--- src/rtl/scan_sel_gen_pkg.sv ---
// Shared definitions for the 4-way scan sequencers: state encoding and
// dwell/blank counter sizing.
package scan_sel_gen_pkg;

  typedef enum logic [1:0] {
    ST_IDLE  = 2'd0,
    ST_DWELL = 2'd1,
    ST_BLANK = 2'd2
  } scan_state_e;

  // Counter must hold the largest slot length without wrapping.
  function automatic int cnt_width(input int dwell_cyc, input int blank_cyc);
    int m;
    m = (dwell_cyc > blank_cyc) ? dwell_cyc : blank_cyc;
    return $clog2(m + 1);
  endfunction

endpackage

--- src/rtl/scan_next_idx.sv ---
// Cyclic priority search: first set mask bit at cur+1, cur+2, cur+3, then cur.
// wrap flags a step that does not move to a higher index (new frame).
module scan_next_idx (
  input  logic [1:0] cur,
  input  logic [3:0] mask,
  output logic [1:0] nxt,
  output logic       wrap,
  output logic       none
);

  logic [1:0] idx;

  always_comb begin
    nxt  = cur;
    idx  = cur;
    none = ~|mask;
    // Walk from lowest to highest priority so the nearest forward hit wins.
    for (int k = 3; k >= 1; k--) begin
      idx = cur + 2'(k);
      if (mask[idx]) nxt = idx;
    end
    wrap = (nxt <= cur);
  end

endmodule

--- src/rtl/scan_sel_gen.sv ---
// Select sequencer feeding a 2-to-4 decoder: dwells on each enabled index,
// blanks between indices, skips masked ones and marks each frame start.
module scan_sel_gen
  import scan_sel_gen_pkg::*;
#(
  parameter int DWELL_CYC = 16,
  parameter int BLANK_CYC = 2
) (
  input  logic       clk,
  input  logic       rst_n,
  input  logic       en,
  input  logic [3:0] mask,
  output logic [1:0] sel,
  output logic       sel_valid,
  output logic       frame_tick
);

  localparam int CNT_W = cnt_width(DWELL_CYC, BLANK_CYC);
  localparam logic [CNT_W-1:0] DWELL_LAST = CNT_W'(DWELL_CYC - 1);
  localparam logic [CNT_W-1:0] BLANK_LAST =
    (BLANK_CYC > 0) ? CNT_W'(BLANK_CYC - 1) : '0;

  scan_state_e      state, state_n;
  logic [CNT_W-1:0] cnt, cnt_n;
  logic [1:0]       sel_n;
  logic             valid_n, tick_n;
  logic             do_adv;

  logic [1:0] search_cur, nxt;
  logic       wrap, none;

  // From IDLE, searching after index 3 yields the lowest set bit.
  assign search_cur = (state == ST_IDLE) ? 2'd3 : sel;

  scan_next_idx u_next_idx (
    .cur  (search_cur),
    .mask (mask),
    .nxt  (nxt),
    .wrap (wrap),
    .none (none)
  );

  always_comb begin
    state_n = state;
    cnt_n   = cnt;
    sel_n   = sel;
    valid_n = 1'b0;
    tick_n  = 1'b0;
    do_adv  = 1'b0;

    if (!en) begin
      state_n = ST_IDLE;
      cnt_n   = '0;
    end else begin
      case (state)
        ST_IDLE: begin
          if (!none) begin
            state_n = ST_DWELL;
            cnt_n   = '0;
            sel_n   = nxt;
            valid_n = 1'b1;
            tick_n  = 1'b1;
          end
        end
        ST_DWELL: begin
          if (cnt == DWELL_LAST) begin
            if (BLANK_CYC > 0) begin
              state_n = ST_BLANK;
              cnt_n   = '0;
            end else begin
              do_adv = 1'b1;
            end
          end else begin
            cnt_n   = cnt + CNT_W'(1);
            valid_n = 1'b1;
          end
        end
        ST_BLANK: begin
          if (cnt == BLANK_LAST) do_adv = 1'b1;
          else                   cnt_n  = cnt + CNT_W'(1);
        end
        default: begin
          state_n = ST_IDLE;
          cnt_n   = '0;
        end
      endcase

      // Mask is only consulted here, so mid-slot changes never cut a slot short.
      if (do_adv) begin
        cnt_n = '0;
        if (none) begin
          state_n = ST_IDLE;
        end else begin
          state_n = ST_DWELL;
          sel_n   = nxt;
          valid_n = 1'b1;
          tick_n  = wrap;
        end
      end
    end
  end

  always_ff @(posedge clk or negedge rst_n) begin
    if (!rst_n) begin
      state      <= ST_IDLE;
      cnt        <= '0;
      sel        <= 2'b00;
      sel_valid  <= 1'b0;
      frame_tick <= 1'b0;
    end else begin
      state      <= state_n;
      cnt        <= cnt_n;
      sel        <= sel_n;
      sel_valid  <= valid_n;
      frame_tick <= tick_n;
    end
  end

endmodule

--- config.mk ---
export PLATFORM = sky130hd
export DESIGN_NAME = scan_sel_gen
export DESIGN_NICKNAME = d
export VERILOG_FILES = /design/src/rtl/scan_sel_gen_pkg.sv /design/src/rtl/scan_next_idx.sv /design/src/rtl/scan_sel_gen.sv
export SDC_FILE = /design/constraint.sdc
export NUM_CORES = 1
export LEC_CHECK = 0
export CAP_MARGIN = 30
export CORE_MARGIN = 4
export CORE_UTILIZATION = 40
export CTS_CLUSTER_DIAMETER = 150
export DETAILED_ROUTE_END_ITERATION = 10
export SLEW_MARGIN = 5
export SYNTH_ARGS = -nofsm -noshare
export SYNTH_HDL_FRONTEND = slang
export SYNTH_HIERARCHICAL = 1
export SYNTH_SLANG_ARGS = --single-unit
export TNS_END_PERCENT = 20
--- constraint.sdc ---
create_clock -name clk -period 5.6 [get_ports clk]
set_input_delay 0.56 -clock clk [delete_from_list [all_inputs] [get_ports clk]]
set_output_delay 0.56 -clock clk [all_outputs]
set_load 0.02 [all_outputs]
==> impl_metrics.tcl, run 1 <==
set metrics [dict create \
    run_status "finished, final reports clean" \
    grt_first_pass_wirelength_um 3060 \
    worst_voltage_drop_across_the_vdd_grid_v 0.000278 \
    cts_setup_buffers 0 \
    worstPathRequired_ns 5.80 \
    syn_nets 119 \
    h-tree-depth 1 \
    layout.area.seq_um2 275 \
    post-synth-top-area-fraction_pct 30.7 \
    die_height_um 55.4 \
    crit_path_max_fanout 6 \
    synthesis.yosys.warnings 6 \
    global_route.overflow_total 0 \
    grtUsageTotal_pct 12.5 \
    report.final.hold_viol_count 0 \
    ys_seq_area_share_pct 30.7 \
    post-synth-top-area-cell "dfrtp_1" \
    grt_most_used_layer "met1" \
    ctsLongestPathBuffers 2 \
    cts_num_sinks 11 \
    finalMaxSlewViolations 0 \
    final.setup_skew_ns 0.00744 \
    worstSetupEndpointType "flop" \
    power.switching_uw 186 \
    worstSkewPairLatency_ns 0.28 \
    number_of_maximum_capacitance_violations 0 \
    post_drt_via_cell_ratio 5.21 \
    proportion_of_layout_cells_with_a_drive_suffix_above_1_pct 13.3 \
    grt_use_met1_pct 18.4 \
    timing.reg2reg.worst_path_depth 11 \
    placedInstanceArea_mm2 0.00102 \
    worst-slew-pin-transition_ns 0.601 \
    synth_seq_cells 11 \
    crit_path_end "frame_tick" \
    rows 16 \
    pwr-share-clk_pct 13.4 \
    p_int_uw 246 \
    synthToLayoutAreaGrowth_pct 17.2 \
    grt_pass1_vias 669 \
    power.switching_fraction_pct 43.0 \
    via_count 729 \
    r2r_start "state[0]" \
    multiInputGateArea_um2 569 \
    grtUsageMet2_pct 16.0 \
    grt_max_degree 12 \
    maxSlewHeadroom_pct 59.8 \
    synth_area_per_cell_um2 8.88 \
    crit_start "state[0]" \
    worstReg2RegEnd "frame_tick" \
    final_nets 132 \
    finish.instance_area_mm2 0.00105 \
    ff_to_ff_setup_slack_ns 3.09 \
    tritoncts_clock_tree "yes" \
    io_pins 11 \
    start_util_pct 43.9 \
    power.share.combinational_pct 60.3 \
    powerDensity_mw_per_mm2 411 \
    post-route-min-period_ns 2.51 \
    unrepaired_setup_endpoints_after_global_routing "false" \
    min-delay-path-class "reg -> reg" \
    crit_chain "inv_1 > ha_1 > or2_2 > inv_1 > nand2_1 > a21oi_1 > ha_1 > nor2b_1 > o21ai_1 > nand3_1 > a21oi_1" \
    ys_top_cells_by_area "dfrtp_1 (31%), ha_1 (15%), inv_1 (4.6%)" \
    post-route-drc-count 0 \
    io_buffer_count 10 \
    postSynthCellCount 101 \
    mostFrequentLayoutCells "inv_1 (11), ha_1 (11), dfrtp_1 (11)" \
    synth_area_um2 897 \
    filler_cell_count 195 \
    maximum_cell_stage_delay_along_the_critical_path_ns 0.44 \
    met3_usage_pct 3.26 \
    yosys.cell_types.count 32 \
    slowest_cell_on_the_critical_path "dfrtp_1" \
    gp_congestion 0.888 \
    timing.final.crit_share_pct 44.8 \
    chipWidth_um 55.4 \
    wl_per_cell_um 12.7 \
    cellLeakagePower_uw 0.000471 \
    detail_route.wirelength_um 1780 \
    cts_repair_resize_count 0 \
    final_antenna_net_count 0 \
    core_region_area_mm2 0.00204 \
    setup-tns-final_ns 0 \
    critPathLaunchType "flop" \
    numCtsBuffers 3 \
    dr.first_iter.drc_count 17 \
    detailed_place_hpwl_um 1400 \
    drtPass1Iterations 4 \
    pwr-share-seq_pct 26.3 \
    clock_tree.root_cell "clkbuf_4" \
    clk_pin_slew_ns 0.08 \
    timing.critical_path.arrival_ns 2.71 \
    post_cts_hold_buffer_count 0 \
    antenna-diode-count 0 \
    initial_antenna_violation_count 0 \
    max_freq_ghz 0.399 \
    fp.dieArea_mm2 0.00306 \
    path_class "reg -> reg" \
    setup_viol 0 \
]
[critical path, delay by kind of cell, from the launching register on]
| kind | cells | cell delay (ns) |
|---|---|---|
| buffers and inverters | 2 | 0.26 |
| AO/OA/AOI/OAI | 3 | 0.52 |
| AND/OR/NAND/NOR | 4 | 0.65 |
| adder cells (fa/ha/maj) | 2 | 0.56 |
| flip-flops | 1 | 0.44 |
[stage by stage]
step                      power [µW]  worst slack [ns]  std cells  hold slack, ns  utilization (%)
after floorplan                  304              3.46        101           0.264                -
after global placement           372              2.95        135           0.512             49.9
after CTS                        432              3.11        139           0.531             51.2
after global routing             470              2.88        140           0.556             51.5
after detailed placement         374              2.86        135           0.513             49.9
final                            432              3.09        140           0.526             51.5
[logic make-up (layout without fill, tap and decap cells)]
| group | count (synthesis) | after routing | share of synthesized area [%] |
|---|---|---|---|
| multiplexers | 4 | 4 | 4.74 |
| AND/OR/NAND/NOR | 38 | 38 | 25.4 |
| flip-flops | 11 | 11 | 30.7 |
| buffers and inverters | 14 | 26 | 5.86 |
| AO/OA/AOI/OAI | 23 | 23 | 18.0 |
| adder cells (fa/ha/maj) | 11 | 11 | 15.3 |
[cell usage after synthesis]
master,count
o41ai_1,1
nand3_1,6
or4b_4,2
nor2_1,3
o2bb2ai_1,1
a21o_1,1
or3_1,1
ha_1,11
or2_2,2
and2_1,1
nor4b_2,1
a21oi_1,8
inv_1,11
mux2i_1,2
nor3b_2,1
o31ai_1,2
and3_1,1
nor4_1,1
o22ai_1,2
nor3_1,2
nand4b_1,1
o21ai_1,2
a22oi_1,1
a221oi_2,2
nor2b_1,3
dfrtp_1,11
o21ai_2,1
mux2_2,2
nand2_1,10
a31oi_1,2
clkbuf_1,3
nand2b_1,3
[power groups by stage]
stage	combinational [µW]	clock, µW	sequential (µW)
final	261	57.8	114
after CTS	260	58.2	114
after global routing	292	61.8	117
after detailed placement	258	0	116
after global placement	256	0	115
after floorplan	175	0	129
[worst min path at each step]
stage	endpoint	slack [ns]	cells past startpoint
6_report	flop	0.53	1
3_3_place_gp	flop	0.51	1
5_1_grt	flop	0.56	1
2_1_floorplan	async pin	0.26	0
4_1_cts	flop	0.53	1
3_5_place_dp	flop	0.51	1
[final cells by class]
cell class	instances	area share [%]
multi-input cells	76	54.2
inverters	11	3.93
repair buffers	11	10.0
well taps	27	3.21
flip-flops and latches	11	26.2
clock buffers	4	2.50
[per-layer routing]
metal,wire length [µm],vias to the layer above
met3,77,5
met2,687,14
met5,0,-
met4,41,0
met1,971,327
li1,-,383
Power figures use the tool's default switching activity.
==> run 2, diff against run 1 <==
Clock period 5.6 ns to 2.2 ns, I/O delays scaled along.
==> run 2 against run 1 <==
Maximum frequency up 20%. Sequential cell count is the same. Sequential share of layout area down 1.9 points. Hold slack got worse by 0.24 ns. Utilization rose by 4.0 points. Global-route usage is 0.83 points higher. Register-to-register slack worse by 3.0 ns. Total power rose to 2.8 times the previous value.
==> impl_metrics.tcl, run 2 (synthesized netlist as in run 1, its figures left out) <==
set metrics [dict create \
    min-delay-path-class "in -> async" \
    gp_congestion 0.781 \
    post_cts_hold_buffer_count 0 \
    die_height_um 55.4 \
    worst_slack_ns 0.113 \
    h-tree-depth 1 \
    grtUsageTotal_pct 13.4 \
    io_buffer_count 10 \
    fp.dieArea_mm2 0.00306 \
    number_of_maximum_capacitance_violations 0 \
    cellLeakagePower_uw 0.000504 \
    critPathLaunchType "flop" \
    core_region_area_mm2 0.00204 \
    setup_viol 0 \
    io_pins 11 \
    final_antenna_net_count 0 \
    grt_pass1_vias 756 \
    synthToLayoutAreaGrowth_pct 26.2 \
    run_status "finished, final reports clean" \
    proportion_of_layout_cells_with_a_drive_suffix_above_1_pct 23.5 \
    timing.critical_path.arrival_ns 2.28 \
    maxSlewHeadroom_pct 64.8 \
    worst-slew-pin-transition_ns 0.526 \
    clk_pin_slew_ns 0.07 \
    cts_setup_buffers 0 \
    worstPathRequired_ns 2.40 \
    tritoncts_clock_tree "yes" \
    placedInstanceArea_mm2 0.00107 \
    report.final.hold_viol_count 0 \
    final.setup_skew_ns 0.00907 \
    powerDensity_mw_per_mm2 1060 \
    worstSetupEndpointType "flop" \
    ctsLongestPathBuffers 2 \
    dr.first_iter.drc_count 10 \
    final_common_cell "dfrtp_1" \
    clock_tree.root_cell "clkbuf_4" \
    start_util_pct 43.9 \
    setup_ws_pre_cts_ns -0.0126 \
    numCtsBuffers 3 \
    finalMaxSlewViolations 0 \
    mostFrequentLayoutCells "dfrtp_1 (11), nand2_1 (10), ha_1 (10), clkdlybuf4s50_1 (10), inv_1 (9)" \
    global_route.overflow_total 0 \
    unrepaired_setup_endpoints_after_global_routing "true" \
    path_class "reg -> reg" \
    post-route-min-period_ns 2.09 \
    crit_path_max_fanout 6 \
    cts_num_sinks 11 \
    finish.instance_area_mm2 0.00113 \
    grt_max_degree 12 \
    post_drt_via_cell_ratio 5.18 \
    detailed_place_hpwl_um 1530 \
    chipWidth_um 55.4 \
    max_freq_ghz 0.479 \
    drtPass1Iterations 4 \
    rows 16 \
    via_count 757 \
    final_nets 138 \
    worst_voltage_drop_across_the_vdd_grid_v 0.000726 \
    detail_route.wirelength_um 1900 \
    final.hold.worst_slack_ns 0.288 \
    grt_first_pass_wirelength_um 3300 \
    timing.final.crit_share_pct 94.9 \
    wl_per_cell_um 13.0 \
    initial_antenna_violation_count 0 \
    post-route-drc-count 0 \
    worstSkewPairLatency_ns 0.27 \
    antenna-diode-count 0 \
]
-- run 2: timing repair --
action,CTS,global route
endpoints found under the setup margin,1,1
resized for setup,1,9
pin swaps,1,6
-- run 2: worst paths after layout --
kind | end | slack, ns | from | cells after the start
min in group clk | cnt[0] | 0.54 | cnt[0] | 1
setup reg to reg | frame_tick | 0.11 | state[1] | 11
hold / removal | sel_valid | 0.29 | rst_n | 1
hold reg to reg | cnt[0] | 0.54 | cnt[0] | 1
setup / recovery | frame_tick | 0.11 | state[1] | 11
max in group asynchronous | frame_tick | 1.55 | rst_n | 1
-- run 2: metrics by stage --
step | cells | total power [µW] | setup TNS [ns] | utilization [%]
final | 146 | 1200 | 0 | 55.5
after global routing | 146 | 1310 | -0.0110 | 55.5
after global placement | 142 | 1010 | 0 | 52.5
after CTS | 146 | 1170 | 0 | 53.9
after detailed placement | 142 | 1010 | -0.0126 | 52.5
after floorplan | 101 | 775 | 0 | -
-- run 2: layout make-up --
type	instances	area (µm²)
Fill cell	197	910
Timing Repair Buffer	17	153
Sequential cell	11	275
Tap cell	27	33.8
Inverter	11	41.3
Clock buffer	4	26.3
Multi-Input combinational cell	76	603
-- run 2: routing by layer --
layer	vias up	GRT usage [%]	wire length (µm)
met2	9	20.4	849
met5	-	0	0
met1	353	18.0	972
li1	393	-	-
met3	2	4.66	66
met4	0	3.13	13
-- run 2: critical path, stage by stage (launching register included) --
cell	delay, ns
dfrtp_1	0.40
inv_2	0.07
ha_4	0.16
or2_4	0.26
a21oi_2	0.14
a31oi_1	0.06
a21oi_2	0.16
ha_1	0.25
nor2b_1	0.13
o21ai_1	0.12
nand3_1	0.10
a21oi_2	0.15
-- run 2: power by group --
group	internal (µW)	switching, µW
registers	253	33.6
clock network	70.2	68.4
logic	383	390
total	707	492
